[src/rtl/pll_mon_pkg.sv]
// Shared definitions for the PLL lock monitor: FSM state encoding, default
// parameters and the shared-timer width helper.
package pll_mon_pkg;

    typedef enum logic [1:0] {
        WAIT_LOCK = 2'd0,
        SETTLE    = 2'd1,
        RUN       = 2'd2,
        PLL_RESET = 2'd3
    } state_t;

    localparam int DEF_SETTLE_CYCLES = 1024;
    localparam int DEF_LOCK_TIMEOUT  = 65536;
    localparam int DEF_RST_PULSE     = 16;
    localparam int DEF_CNT_W         = 8;

    // One timer serves every state, so it is sized for the longest interval.
    function automatic int timer_width(input int a, input int b, input int c);
        int m;
        m = (a > b) ? a : b;
        m = (m > c) ? m : c;
        return (m > 1) ? $clog2(m) : 1;
    endfunction

endpackage

[src/rtl/bit_sync.sv]
// Two-flop synchronizer for a single asynchronous level input, reset to 0.
module bit_sync (
    input  logic clk,
    input  logic rst,
    input  logic d,
    output logic q
);

    logic meta;

    // NOTE: sequential state uses non-blocking assignments so both flops
    // sample the pre-edge values and form a true two-stage chain.
    always_ff @(posedge clk) begin
        if (rst) begin
            meta <= 1'b0;
            q    <= 1'b0;
        end else begin
            meta <= d;
            q    <= meta;
        end
    end

endmodule

[src/rtl/pll_lock_monitor.sv]
// Supervises a PLL LOCK signal: settles, releases sys_rst, re-resets the PLL on
// timeout, and records lock-loss events. Counter enabled by PLL_MON_LOSS_COUNT_EN.
module pll_lock_monitor
    import pll_mon_pkg::*;
#(
    parameter int SETTLE_CYCLES = DEF_SETTLE_CYCLES,
    parameter int LOCK_TIMEOUT  = DEF_LOCK_TIMEOUT,
    parameter int RST_PULSE     = DEF_RST_PULSE,
    parameter int CNT_W         = DEF_CNT_W
) (
    input  logic             clk,
    input  logic             rst,
    input  logic             locked,
    input  logic             fault_clr,
    output logic             pll_rst,
    output logic             sys_rst,
    output logic             ready,
    output logic             fault,
    output logic [CNT_W-1:0] loss_count
);

    localparam int TIMER_W = timer_width(SETTLE_CYCLES, LOCK_TIMEOUT, RST_PULSE);

    localparam logic [TIMER_W-1:0] SETTLE_LAST  = TIMER_W'(SETTLE_CYCLES - 1);
    localparam logic [TIMER_W-1:0] TIMEOUT_LAST = TIMER_W'(LOCK_TIMEOUT - 1);
    localparam logic [TIMER_W-1:0] PULSE_LAST   = TIMER_W'(RST_PULSE - 1);

    logic               lock_s;
    logic               loss_event;
    state_t             state;
    logic [TIMER_W-1:0] timer;

    bit_sync u_lock_sync (
        .clk (clk),
        .rst (rst),
        .d   (locked),
        .q   (lock_s)
    );

    assign loss_event = (state == RUN) && !lock_s;

    // Outputs are assigned alongside the state so they move on the same edge.
    always_ff @(posedge clk) begin
        if (rst) begin
            state   <= WAIT_LOCK;
            timer   <= '0;
            pll_rst <= 1'b0;
            sys_rst <= 1'b1;
            ready   <= 1'b0;
        end else begin
            case (state)
                WAIT_LOCK: begin
                    if (lock_s) begin
                        state <= SETTLE;
                        timer <= '0;
                    end else if (timer == TIMEOUT_LAST) begin
                        state   <= PLL_RESET;
                        timer   <= '0;
                        pll_rst <= 1'b1;
                    end else begin
                        timer <= timer + 1'b1;
                    end
                end
                SETTLE: begin
                    if (!lock_s) begin
                        state <= WAIT_LOCK;
                        timer <= '0;
                    end else if (timer == SETTLE_LAST) begin
                        state   <= RUN;
                        timer   <= '0;
                        sys_rst <= 1'b0;
                        ready   <= 1'b1;
                    end else begin
                        timer <= timer + 1'b1;
                    end
                end
                RUN: begin
                    if (!lock_s) begin
                        state   <= WAIT_LOCK;
                        timer   <= '0;
                        sys_rst <= 1'b1;
                        ready   <= 1'b0;
                    end
                end
                PLL_RESET: begin
                    if (timer == PULSE_LAST) begin
                        state   <= WAIT_LOCK;
                        timer   <= '0;
                        pll_rst <= 1'b0;
                    end else begin
                        timer <= timer + 1'b1;
                    end
                end
                default: begin
                    state   <= WAIT_LOCK;
                    timer   <= '0;
                    pll_rst <= 1'b0;
                    sys_rst <= 1'b1;
                    ready   <= 1'b0;
                end
            endcase
        end
    end

    // A loss on the same edge as fault_clr wins.
    always_ff @(posedge clk) begin
        if (rst) begin
            fault <= 1'b0;
        end else if (loss_event) begin
            fault <= 1'b1;
        end else if (fault_clr) begin
            fault <= 1'b0;
        end
    end

`ifdef PLL_MON_LOSS_COUNT_EN
    always_ff @(posedge clk) begin
        if (rst) begin
            loss_count <= '0;
        end else if (loss_event) begin
            if (fault_clr) begin
                loss_count <= CNT_W'(1);
            end else if (loss_count != '1) begin
                loss_count <= loss_count + 1'b1;
            end
        end else if (fault_clr) begin
            loss_count <= '0;
        end
    end
`else
    assign loss_count = '0;
`endif

endmodule

[config.mk]
export PLATFORM = sky130hd
export DESIGN_NAME = pll_lock_monitor
export DESIGN_NICKNAME = d
export VERILOG_FILES = /design/src/rtl/pll_mon_pkg.sv /design/src/rtl/bit_sync.sv /design/src/rtl/pll_lock_monitor.sv
export SDC_FILE = /design/constraint.sdc
export NUM_CORES = 1
export LEC_CHECK = 0
export BUFFER_PORTS_ARGS = -buffer_cell sky130_fd_sc_hd__buf_2
export CAP_MARGIN = 10
export CORE_MARGIN = 2
export CORE_UTILIZATION = 30
export CTS_CLUSTER_DIAMETER = 40
export DETAILED_ROUTE_END_ITERATION = 8
export PLACE_DENSITY = 0.48
export SYNTH_ARGS = -nofsm -noshare
export SYNTH_HDL_FRONTEND = slang
export SYNTH_SLANG_ARGS = --single-unit
[constraint.sdc]
create_clock -name clk -period 2.9 [get_ports clk]
set_clock_uncertainty 0.15 [all_clocks]
set_input_delay 0.145 -clock clk [delete_from_list [all_inputs] [get_ports clk]]
set_output_delay 0.145 -clock clk [all_outputs]
set_load 0.05 [all_outputs]
==> results.txt <==
----------------------------------------------------
[Critical path]
  Worst Path Arrival ... 2.39 ns
  Largest fanout on the critical path ... 14
  Path length in cells of the critical path ... 6
  Required @ worst endpoint ... 2.88 ns
  Cells on worst reg2reg path ... 6
  Total buffers and inverters traversed by the critical path ... 0
  Category of the worst setup path launch point ... register
  Critical setup path kind ... register to register
  CP peak stage delay ... 0.56 ns
  Largest delay share family, worst path ... simple AND/OR/NAND/NOR gates
  Crit path max-delay cell type ... o31ai_4
  Setup crit end kind ... register
  Cell breakdown of the critical path ... ha_1 -> nand3_1 -> nor4_4 -> o22ai_2 -> o31ai_4 -> nor2_1

[GRT]
  Met3 Usage GRT ... 0.0195
  Global-route wire length before repair ... 3930 um
  Met2 track utilization from global routing ... 0.175
  Total track usage ... 0.111
  Overflow left after global routing ... 0
  Global-route met1 utilization ... 0.153
  Vias in the first global route ... 878
  Number of antenna violations at the first check in global routing ... 0
  Largest net degree at the start of global routing ... 15
  Highest-utilization routing layer at the global route stage ... met2

[Routing]
  Drt wl/cell ... 11.2 um
  Vias per std cell ... 4.68
  Initial DRC count ... 42
  First drt pass iteration count ... 5
  Sum of routed wire length over all layers ... 2280 um
  Number of nets with antenna violations after detailed routing ... 0
  Via count of the routed design ... 955
  DRC violation count after routing ... 0

[Placed design]
  Number of cells after detailed placement ... 199
  Final HPWL from detailed placement ... 1690 um
  GP Congestion ... 0.755
  Area after DPL ... 0.00129 sq mm
  Number of buffer cells added on primary ports ... 7

[Power and ir drop]
  Maximum VDD drop ... 0.000229 V
  P per Cell Area ... 489 mW/mm^2
  Static Leakage ... 0.493 nW

[Job]
  MaxCap Viol Count ... 0

[STA]
  Worst relative slew slack ... 0.605
  Endpoints failing hold ... 0
  Setup repair after global routing missed its margin ... no
  Slew of the pin with the lowest slew margin ... 0.593 ns
  Fin Hold WS ... 0.00923 ns
  Final clock period utilization by the worst path ... 0.830
  Final total negative setup slack ... 0 ns
  Min Tclk post-route ... 2.41 ns
  Number of pins exceeding their max-slew limit in the final report ... 0
  Achievable frequency ... 0.416 GHz
  Final-report setup violation count ... 0

[Min path]
  Worst min-delay path class ... primary input to register
  Hold-critical path depth ... 4

[Yosys]
  Avg Inst Size Synth ... 8.49 sq um
  Number of flip-flops and latches in the synthesized netlist ... 24
  Gate count of the mapped netlist ... 147
  Syn Std Cell Area ... 0.00125 sq mm
  Number of distinct library cell variants in the gate-level netlist after synthesis ... 34
  Warnings from Yosys ... 0
  Share of the yosys chip area belonging to registers ... 0.385

[Clock tree]
  H-tree Lvls ... 1
  Number of sinks driven by the clock tree ... 24
  CTS tree ... yes
  Worst-Skew Late Latency ... 0.27 ns
  Maximum root-to-sink buffer count ... 2
  Register clock-pin slew on the reported worst setup and hold paths ... 0.09 ns
  TritonCTS buffer count ... 3
  Cell chosen for the clock root ... clkbuf_8

[Die]
  Std cell rows ... 23
  Count of pins on the block boundary ... 16
  Initial core utilization ... 0.312
  Core region area ... 0.00400 sq mm
  Width of the die ... 68.5 um
  Area of the die ... 0.00469 sq mm
  Die outline height ... 68.5 um

[Layout]
  Post-layout instance count excluding filler cells ... 204
  Antenna Cells ... 0
  Number of filler instances in the final layout ... 410
  Final instance area ... 0.00136 sq mm
  Layout cell share with drive strength beyond 1 ... 0.110
  Net total in the final layout ... 160
  Synthesis-to-layout area growth ... 8.82%

[Run status]
  Run status ... completed

----------------------------------------------------
-- logic make-up (layout without fill, tap and decap cells) --
| kind of cell | after synthesis | in the layout | synth area share |
|---|---|---|---|
| flip-flops | 24 | 24 | 0.385 |
| adder cells (fa/ha/maj) | 1 | 1 | 0.0100 |
| AND/OR/NAND/NOR | 74 | 74 | 0.325 |
| XOR/XNOR | 14 | 14 | 0.0982 |
| AO/OA/AOI/OAI | 17 | 17 | 0.101 |
| buffers and inverters | 16 | 16 | 0.0782 |
| other | 1 | 8 | 0.00300 |
-- area by class of cell --
cell class / count / area [sq um] / share of cell area
inverters: 3 / 11.3 / 0.00829
flip-flops and latches: 24 / 480 / 0.354
clock buffers: 4 / 55.1 / 0.0405
multi-input cells: 114 / 697 / 0.513
well taps: 50 / 62.6 / 0.0460
repair buffers: 9 / 52.6 / 0.0387
-- synthesized netlist by cell type (all sizes together) --
cell type,count,share of area
and3,1,0.0050
nor4,2,0.034
o21ai,1,0.0040
dfxtp,24,0.38
a21o,1,0.0060
nor2b,4,0.020
clkbuf,4,0.012
nand3b,1,0.0060
a311oi,2,0.014
nand2,15,0.045
a21boi,2,0.012
o31ai,1,0.017
and3b,1,0.0070
a21oi,8,0.032
nand2b,4,0.020
ha,1,0.010
inv,3,0.0090
or3,1,0.0050
nor3,6,0.024
nand3,5,0.020
or4,3,0.021
o22ai,1,0.010
nor2,22,0.066
buf,9,0.057
o21bai,1,0.0060
xnor2,3,0.021
nand4,6,0.030
xor2,11,0.077
and4,1,0.0070
conb,1,0.0030
or4bb,1,0.0090
and2,1,0.0050
-- routing by layer --
metal	part of all wire	vias to the layer above
li1	-	501
met1	0.50	436
met2	0.45	14
met3	0.030	4
met4	0.014	0
met5	0	-
-- report_power, final --
group,switching (mW),leakage [nW],total [mW],internal (mW)
clock,0.109,0.0288,0.230,0.121
sequential,0.0156,0.194,0.355,0.340
combinational,0.0560,0.269,0.0796,0.0236
total,0.180,0.493,0.665,0.485
-- registers in the layout, summed over array words and instances, names as in the netlist --
name and count:
u_lock_sync.q 1, pll_rst 1, state 2, sys_rst 1, u_lock_sync.meta 1, ready 1, fault 1, timer 16
-- final timing paths --
kind | from | end | slack, ns
max reg2reg | timer[0] | timer[14] | 0.49
min reg2reg | u_lock_sync.meta | u_lock_sync.q | 0.30
min | fault_clr | fault | 0.009
max | timer[0] | timer[14] | 0.49
-- cell usage in the layout (no fill, tap or decap), drive strengths merged --
cell type	n
a21boi	2
o31ai	1
nand2	15
o21ai	1
xnor2	3
or4	3
nand4	6
conb	8
ha	1
and2	1
or4bb	1
dlygate4sd3	1
nand2b	4
nor2	22
a21oi	8
and4	1
inv	3
and3b	1
nor4	2
and3	1
nor3	6
a311oi	2
a21o	1
dfxtp	24
or3	1
nand3b	1
buf	8
nand3	5
o21bai	1
o22ai	1
xor2	11
nor2b	4
clkbuf	4
-- stage by stage --
stage | power, mW | setup WS (ns) | util
2_1_floorplan | 0.441 | 0.774 | -
3_3_place_gp | 0.442 | 0.499 | 0.323
3_5_place_dp | 0.442 | 0.477 | 0.323
4_1_cts | 0.673 | 0.455 | 0.340
5_1_grt | 0.695 | 0.256 | 0.340
6_report | 0.665 | 0.494 | 0.340
-- timing repair --
item	4_1_cts	5_1_grt
endpoints found under the hold margin	1	0
hold buffers	1	0
setup endpoints to repair	0	0
setup buffers	0	0
gates resized for setup	0	0
-- worst register-to-register path: stages, from the launching register on --
cell	delay, ns
dfxtp_1	0.40
ha_1	0.19
nand3_1	0.27
nor4_4	0.41
o22ai_2	0.17
o31ai_4	0.56
nor2_1	0.11
No activity file was read; power rests on OpenSTA's default activity.
